### config.mk
export PLATFORM = sky130hd
export DESIGN_NAME = mem_bus_arbiter_flat
export DESIGN_NICKNAME = d
export VERILOG_FILES = /design/src/rtl/mem_bus_if.sv /design/src/rtl/mem_bus_arbiter.sv /design/src/flat_wrapper.sv
export SDC_FILE = /design/constraint.sdc
export NUM_CORES = 1
export LEC_CHECK = 0
export CORE_MARGIN = 3
export CORE_UTILIZATION = 35
export CTS_BUF_LIST = sky130_fd_sc_hd__clkbuf_8
export CTS_CLUSTER_DIAMETER = 150
export DETAILED_ROUTE_END_ITERATION = 8
export MAX_ROUTING_LAYER = met4
export PLACE_DENSITY = 0.85
export SYNTH_ARGS = -nofsm -noshare
export SYNTH_HDL_FRONTEND = slang
export SYNTH_SLANG_ARGS = --single-unit
export TNS_END_PERCENT = 20
### constraint.sdc
create_clock -name clk -period 1.7 [get_ports clk]
set_input_delay 0.255 -clock clk [delete_from_list [all_inputs] [get_ports clk]]
set_output_delay 0.255 -clock clk [all_outputs]
set_load 0.02 [all_outputs]
### src/rtl/mem_bus_if.sv
// Memory-bus arbiter interface: requester handshakes, DMA bus request/grant and the
// external memory port. The arbiter uses the slave modport; requesters/bench the master.
interface mem_bus_if #(
    parameter int WORD_SIZE  = 16,
    parameter int LINE_WORDS = 4
);
    localparam int IDX_W = $clog2(LINE_WORDS);

    logic                 ic_req;
    logic [WORD_SIZE-1:0] ic_addr;
    logic                 dc_req;
    logic                 dc_we;
    logic [WORD_SIZE-1:0] dc_addr;
    logic                 dma_br;
    logic                 bg;
    logic                 mem_read;
    logic                 mem_write;
    logic [WORD_SIZE-1:0] mem_addr;
    logic [IDX_W-1:0]     word_idx;
    logic                 ic_ack;
    logic                 dc_ack;
    logic                 ic_done;
    logic                 dc_done;

    modport slave (
        input  ic_req, ic_addr, dc_req, dc_we, dc_addr, dma_br,
        output bg, mem_read, mem_write, mem_addr, word_idx,
               ic_ack, dc_ack, ic_done, dc_done
    );

    modport master (
        output ic_req, ic_addr, dc_req, dc_we, dc_addr, dma_br,
        input  bg, mem_read, mem_write, mem_addr, word_idx,
               ic_ack, dc_ack, ic_done, dc_done
    );
endinterface

### src/rtl/mem_bus_arbiter.sv
// mem_bus_arbiter: shares one external memory port between I-cache fills, D-cache
// fills/writebacks and a DMA controller. CPU owners get fixed-length line bursts with
// MEM_LATENCY cycles per word; DMA gets the whole bus via bg at a burst boundary.
// Optional macro ARB_ROUND_ROBIN_EN: alternate I/D priority on contested requests
// (loser of the last contest wins the next; pointer resets favouring D).
module mem_bus_arbiter #(
    parameter int WORD_SIZE   = 16,
    parameter int LINE_WORDS  = 4,
    parameter int MEM_LATENCY = 2
) (
    input  logic        clk,
    input  logic        Reset_N,
    mem_bus_if.slave    bus
);
    localparam int IDX_W = $clog2(LINE_WORDS);
    localparam int LAT_W = (MEM_LATENCY > 1) ? $clog2(MEM_LATENCY) : 1;
    localparam logic [LAT_W-1:0]     LAT_LOAD  = LAT_W'(MEM_LATENCY - 1);
    localparam logic [IDX_W-1:0]     LAST_IDX  = IDX_W'(LINE_WORDS - 1);
    localparam logic [WORD_SIZE-1:0] LINE_MASK = ~WORD_SIZE'(LINE_WORDS - 1);

    typedef enum logic [1:0] {IDLE, XFER, GRANT, RELEASE} state_t;

    state_t               state, state_nxt;
    logic                 owner_d;
    logic                 we;
    logic [WORD_SIZE-1:0] base;
    logic [LAT_W-1:0]     lat_cnt;
    logic [IDX_W-1:0]     word_idx;
    logic                 contest;
    logic                 pick_d;
    logic                 start;
    logic                 word_end;
    logic                 last_word;

    assign contest = bus.ic_req & bus.dc_req;
    assign start   = (state == IDLE) & ~bus.dma_br & (bus.ic_req | bus.dc_req);

`ifdef ARB_ROUND_ROBIN_EN
    logic favor_i;

    // Priority pointer: after a contested I/D pick, favour whichever cache lost.
    always_ff @(posedge clk) begin
        if (!Reset_N)
            favor_i <= 1'b0;
        else if (start && contest)
            favor_i <= pick_d;
    end

    assign pick_d = bus.dc_req & ~(contest & favor_i);
`else
    assign pick_d = bus.dc_req;
`endif

    assign word_end  = (state == XFER) && (lat_cnt == '0);
    assign last_word = word_end && (word_idx == LAST_IDX);

    // State register; reset aborts any burst or grant at this edge.
    always_ff @(posedge clk) begin
        if (!Reset_N)
            state <= IDLE;
        else
            state <= state_nxt;
    end

    // Burst context: owner/base/direction latched at the start, word timing counted down.
    always_ff @(posedge clk) begin
        if (!Reset_N) begin
            word_idx <= '0;
        end else if (start) begin
            owner_d  <= pick_d;
            we       <= pick_d & bus.dc_we;
            base     <= (pick_d ? bus.dc_addr : bus.ic_addr) & LINE_MASK;
            lat_cnt  <= LAT_LOAD;
            word_idx <= '0;
        end else if (state == XFER) begin
            if (lat_cnt == '0) begin
                lat_cnt  <= LAT_LOAD;
                word_idx <= word_idx + 1'b1;
            end else begin
                lat_cnt <= lat_cnt - 1'b1;
            end
        end
    end

    // Next-state and output decode; everything idles low unless a state drives it.
    always_comb begin
        state_nxt     = state;
        bus.bg        = 1'b0;
        bus.mem_read  = 1'b0;
        bus.mem_write = 1'b0;
        bus.mem_addr  = '0;
        bus.ic_ack    = 1'b0;
        bus.dc_ack    = 1'b0;
        bus.ic_done   = 1'b0;
        bus.dc_done   = 1'b0;
        case (state)
            IDLE: begin
                if (bus.dma_br)
                    state_nxt = GRANT;
                else if (bus.ic_req || bus.dc_req)
                    state_nxt = XFER;
            end
            XFER: begin
                bus.mem_read  = ~we;
                bus.mem_write = we;
                bus.mem_addr  = base | WORD_SIZE'(word_idx);
                bus.ic_ack    = word_end & ~owner_d;
                bus.dc_ack    = word_end & owner_d;
                bus.ic_done   = last_word & ~owner_d;
                bus.dc_done   = last_word & owner_d;
                if (last_word)
                    state_nxt = IDLE;
            end
            GRANT: begin
                bus.bg = 1'b1;
                if (!bus.dma_br)
                    state_nxt = RELEASE;
            end
            RELEASE: state_nxt = IDLE;
            default: state_nxt = IDLE;
        endcase
    end

    assign bus.word_idx = word_idx;
endmodule

### src/flat_wrapper.sv
// flat-port wrapper written by rule: the top's interface ports become plain ports
module mem_bus_arbiter_flat 
#(
    parameter int WORD_SIZE   = 16,
    parameter int LINE_WORDS  = 4,
    parameter int MEM_LATENCY = 2
)
  (clk, Reset_N, bus_ic_req, bus_ic_addr, bus_dc_req, bus_dc_we, bus_dc_addr, bus_dma_br, bus_bg, bus_mem_read, bus_mem_write, bus_mem_addr, bus_word_idx, bus_ic_ack, bus_dc_ack, bus_ic_done, bus_dc_done);
  mem_bus_if #(.WORD_SIZE(WORD_SIZE), .LINE_WORDS(LINE_WORDS)) bus_i ();
  input  logic clk;
  input  logic Reset_N;
  input wire logic [$bits(bus_i.ic_req)-1:0] bus_ic_req;
  input wire logic [$bits(bus_i.ic_addr)-1:0] bus_ic_addr;
  input wire logic [$bits(bus_i.dc_req)-1:0] bus_dc_req;
  input wire logic [$bits(bus_i.dc_we)-1:0] bus_dc_we;
  input wire logic [$bits(bus_i.dc_addr)-1:0] bus_dc_addr;
  input wire logic [$bits(bus_i.dma_br)-1:0] bus_dma_br;
  output wire logic [$bits(bus_i.bg)-1:0] bus_bg;
  output wire logic [$bits(bus_i.mem_read)-1:0] bus_mem_read;
  output wire logic [$bits(bus_i.mem_write)-1:0] bus_mem_write;
  output wire logic [$bits(bus_i.mem_addr)-1:0] bus_mem_addr;
  output wire logic [$bits(bus_i.word_idx)-1:0] bus_word_idx;
  output wire logic [$bits(bus_i.ic_ack)-1:0] bus_ic_ack;
  output wire logic [$bits(bus_i.dc_ack)-1:0] bus_dc_ack;
  output wire logic [$bits(bus_i.ic_done)-1:0] bus_ic_done;
  output wire logic [$bits(bus_i.dc_done)-1:0] bus_dc_done;
  assign bus_i.ic_req = bus_ic_req;
  assign bus_i.ic_addr = bus_ic_addr;
  assign bus_i.dc_req = bus_dc_req;
  assign bus_i.dc_we = bus_dc_we;
  assign bus_i.dc_addr = bus_dc_addr;
  assign bus_i.dma_br = bus_dma_br;
  assign bus_bg = bus_i.bg;
  assign bus_mem_read = bus_i.mem_read;
  assign bus_mem_write = bus_i.mem_write;
  assign bus_mem_addr = bus_i.mem_addr;
  assign bus_word_idx = bus_i.word_idx;
  assign bus_ic_ack = bus_i.ic_ack;
  assign bus_dc_ack = bus_i.dc_ack;
  assign bus_ic_done = bus_i.ic_done;
  assign bus_dc_done = bus_i.dc_done;
  mem_bus_arbiter #(.WORD_SIZE(WORD_SIZE), .LINE_WORDS(LINE_WORDS), .MEM_LATENCY(MEM_LATENCY)) u_core (.clk(clk), .Reset_N(Reset_N), .bus(bus_i));
endmodule
[After elaboration in Yosys (flattened, before gate mapping)]
Index checks and enable logic that the tools add are counted.
Word-level totals
  register bits: 21
  input port bits: 38
  logic and storage cells: 55
Operators by class
  add/sub/neg operators: 2
  eq/ne operators: 7
  muxes and demuxes: 16
  bitwise operators: 14
  reductions and logical operators: 10
Operator list (count)
  two-way mux 16 bit: 2
  OR 16 x 2 -> 16 bit: 1
  two-way mux 1 bit: 9
  two-way mux 2 bit: 4
  one-hot mux 2 bit (4 select lines): 1
  bitwise AND 1 bit: 7
  == test 2 bit (second input constant): 3
  AND reduction 2 bit: 3
  NOT 1 bit: 5
  inequality test 3 bit (second input constant): 1
  AND reduction 3 bit: 1
  adder 2 x 1 -> 2 bit (second input constant): 1
  == test 2 x 1 -> 1 bit (second input constant): 1
  logical AND 1 bit: 2
  zero test 2 bit: 1
  inequality test 2 x 1 -> 1 bit (second input constant): 1
  inequality test 2 bit (second input constant): 1
  nonzero test 2 bit: 1
  OR reduction 2 bit: 1
  logical OR 1 bit: 1
  OR 1 bit: 1
  subtractor 1 bit (second input constant): 1

[Longest topological paths before layout]
  depth after elaboration: 5
  depth in mapped cells: 4
  depth with buffers taken out: 4

[Worst setup path before layout]
Ideal clock, no wire load.
  kind: register to register
  start point: reg u_core.state[1]
  end point: reg u_core.base[10] (enable)
  setup time: 374 ps
  data arrival time: 1253 ps
  required time: 1326 ps
  path slack: 73 ps
  cell stages (with the launch flop): 3
  clock period less this slack: 1627 ps
  cells stage by stage: dfxtp_1 > nor4_4 > and2_1
Between the ends
  longest elaborated chain between the ends: 4
Ends and longest elaborated chain
  from (decl): RTL line mem_bus_arbiter.sv:23  | state_t state, state_nxt;
  from (signal assigned): RTL line mem_bus_arbiter.sv:62  | state <= state_nxt;
  zero test 2 bit: RTL line mem_bus_arbiter.sv:36  | assign start = (state == IDLE) & ~bus.dma_br & (bus.ic_req | bus.dc_req);
  bitwise AND 1 bit (2 in a row): RTL line mem_bus_arbiter.sv:36
  AND reduction 2 bit (no source line)
  to (signal assigned): RTL line mem_bus_arbiter.sv:72  | base <= (pick_d ? bus.dc_addr : bus.ic_addr) & LINE_MASK;
  to (decl): RTL line mem_bus_arbiter.sv:26  | logic [WORD_SIZE-1:0] base;
Every way passes these cells.
A chain may end at the register's enable or synchronous reset.

[Final worst setup path]
  start point: reg u_core.state[0]
  end point: out bus_mem_addr[15]
Between the ends
  longest elaborated chain between the ends: 2
Ends and longest elaborated chain
  == test 2 x 1 -> 1 bit: RTL line mem_bus_arbiter.sv:96  | case (state)
  two-way mux 16 bit: RTL line mem_bus_arbiter.sv:96
  to (decl): RTL line flat_wrapper.sv:21  | output wire logic [$bits(bus_i.mem_addr)-1:0] bus_mem_addr;
Every way passes these cells.

==> impl_metrics.py <==
metrics = {
    "clock_network": {
        "clock_path_buffers": 2,
        "htreeDepth": 1,
        "cts.sink_count": 21,
        "tritoncts": "done",
        "clock_latency_ns": 0.26,
        "clk_pin_slew_ns": 0.08,
        "numCtsBuffers": 3,
        "root_buffer": "clkbuf_8",
    },
    "synth": {
        "synth.avg_cell_area_um2": 13.2,
        "yosysSeqAreaShare": 0.540,
        "yosysTopAreaCell": "edfxtp_1",
        "syn_inst": 83,
        "yosys_register_bits": 21,
        "synth-edff-count": 17,
        "synthTopCellsByArea": "edfxtp_1 47%, mux2_2 14%, and2_1 11%, dfxtp_1 7.3%, nor3b_2 2.3%",
        "syn_area_um2": 1090,
        "async_flop_share": 0,
        "synth_nets": 122,
        "ys.flop_type": "edfxtp_1",
        "yosysWarningCount": 0,
        "synth_cell_types": 25,
        "synth_top_area_share": 0.467,
    },
    "timing": {
        "min_period_over_period": 0.969,
        "setup_viol": 0,
        "drv_slew": 0,
        "skew_ns": 0.00124,
        "min_period_ns": 1.65,
        "max_slew_margin": 0.856,
        "hold_viol": 0,
        "rsz0062_at_grt": "yes",
        "holdWs_ns": 0.598,
        "max_freq_mhz": 607,
        "worst_pin_slew_ns": 0.214,
        "setup_tns_ns": 0,
    },
    "drt": {
        "ant_nets": 0,
        "wl_per_cell_um": 13.4,
        "drc_errors": 0,
        "drtIter0Drc": 17,
        "dr.pass1.iters": 4,
        "vias": 884,
        "routed_wl_um": 2660,
        "vias_per_cell": 4.46,
    },
    "critical_path": {
        "crit_fanout": 7,
        "startpoint_type": "register",
        "slowest_delay_ns": 0.35,
        "cp-end-kind": "primary output",
        "crit_type": "register to primary output",
        "cp_num_buf_inv": 2,
        "slowest_stage": "dfxtp_1",
        "cp_cell_sequence": "nor2b_2 -> buf_4 -> and2_1 -> clkdlybuf4s15_1",
        "cp_data_required_time_ns": 1.44,
        "arrival_ns": 1.39,
        "cp_top_family": "buffers and inverters",
    },
    "power": {
        "clkPwrFrac": 0.277,
        "p_switching_uw": 299,
        "comb_power_share": 0.234,
        "total_power_mw": 1.22,
        "p_leak_nw": 0.720,
        "swShare": 0.246,
        "powerDensity_nw_per_um2": 684,
        "pwr-share-seq": 0.489,
        "cell_internal_pwr_uw": 916,
        "vdd_drop_max_v": 0.000513,
    },
    "cells_and_area": {
        "area_growth_pct": 62.5,
        "final_cell_area_um2": 1780,
        "final_common_cell": "clkdlybuf4s50_1",
        "layout-drive-gt1-share": 0.385,
        "n_antenna_cell": 0,
        "fillerInstances": 226,
        "nets": 196,
        "final_util": 0.618,
        "final_cell_mix": "35 x clkdlybuf4s50_1, 20 x and2_1, 20 x clkbuf_2",
    },
    "global_route": {
        "grt_pass1_vias": 919,
        "grt_pass1_wl_um": 4030,
        "antenna_found_initial": 0,
        "grt_max_degree": 18,
        "track_usage": 0.151,
        "gr-total-overflow": 0,
    },
    "run_status": {
        "status": "finished, final reports clean",
    },
    "floorplan": {
        "initial_core_util": 0.380,
        "core_um2": 2880,
        "die_w_um": 61.9,
        "dieHeight_um": 61.9,
        "num_io_pins": 63,
        "dieArea_um2": 3830,
        "rows": 19,
    },
    "job": {
        "cap_violations": 0,
    },
    "placement": {
        "dpl.hpwl_um": 2130,
        "gp_congestion": 0.749,
        "place_area_um2": 1820,
        "io_buffers": 58,
    },
    "min_path": {
        "min_path_type": "register to register",
    },
}
state kept, by name, summed over array words and instances, names as in the netlist:
register and cells:
u_core.base 14, u_core.bus.word_idx 2, u_core.lat_cnt 1, u_core.owner_d 1, u_core.state 2, u_core.we 1
power groups by stage:
stage / Sequential [mW] / Clock, mW / Combinational [mW]
finish: 0.594 / 0.337 / 0.285
global route: 0.597 / 0.367 / 0.307
global placement: 0.605 / 0 / 0.296
detailed placement: 0.607 / 0 / 0.305
floorplan: 0.611 / 0 / 0.125
CTS: 0.594 / 0.350 / 0.293
repair_timing:
item	CTS	global route
cloned	0	0
setup buffers	1	0
resized for setup	30	36
endpoints found under the setup margin	23	22
hold buffers	0	0
cell type report:
class	count	area (um2)	share of cell area
multi-input combinational	58	483	0.272
tap	42	52.6	0.0296
timing repair buffer	73	604	0.340
clock buffer	3	41.3	0.0232
clock inverter	1	5.00	0.00282
sequential	21	591	0.332
through the flow:
step	worst slack, ns	std cells
2_1_floorplan	0.0731	83
3_3_place_gp	0.0255	193
3_5_place_dp	0.00367	193
4_1_cts	-0.00408	198
5_1_grt	-0.0732	198
6_report	0.0529	198
cells in the mapped netlist, types with 2 or more instances:
master and instances:
and2_1 20, buf_2 3, dfxtp_1 4, edfxtp_1 17, mux2_2 14, nor2_1 4
nor3_1 2, nor3b_2 2
worst paths after layout:
check | from | to | slack, ns | cells after the start
max | u_core.state[0]$_SDFFE_PN0P_ | bus_mem_addr[15] | 0.05 | 4
min | u_core.state[0]$_SDFFE_PN0P_ | u_core.state[1]$_SDFFE_PN0P_ | 0.60 | 2
max reg2reg | u_core.state[1]$_SDFFE_PN0P_ | u_core.base[14]$_DFFE_PP_ | 0.27 | 4
min reg2reg | u_core.state[0]$_SDFFE_PN0P_ | u_core.state[1]$_SDFFE_PN0P_ | 0.60 | 2
worst reg2reg max path, delay by kind of cell, from the launching register on:
family / cells / cell delay, ns
DFF: 1 / 0.35
and+or+nand+nor: 2 / 0.47
buffers and inverters: 2 / 0.32
kinds of logic (layout without fill, tap and decap cells):
kind of cell	count (synthesis)	after routing	share of synthesized area
buf+inv	4	77	0.0183
mux	15	15	0.153
compound gates	2	2	0.0149
xor+xnor	1	1	0.00801
fa+ha+maj	1	1	0.0114
simple gates	39	39	0.254
flops	21	21	0.540
per-layer routing:
layer  GRT usage  up-vias  part of all wire
met3      0.0640        2              0.10
met1       0.160      404              0.37
li1            -      442                 -
met4      0.0636        0            0.0045
met5           -        -                 0
met2       0.248       36              0.52
Power figures use the tool's default switching activity.
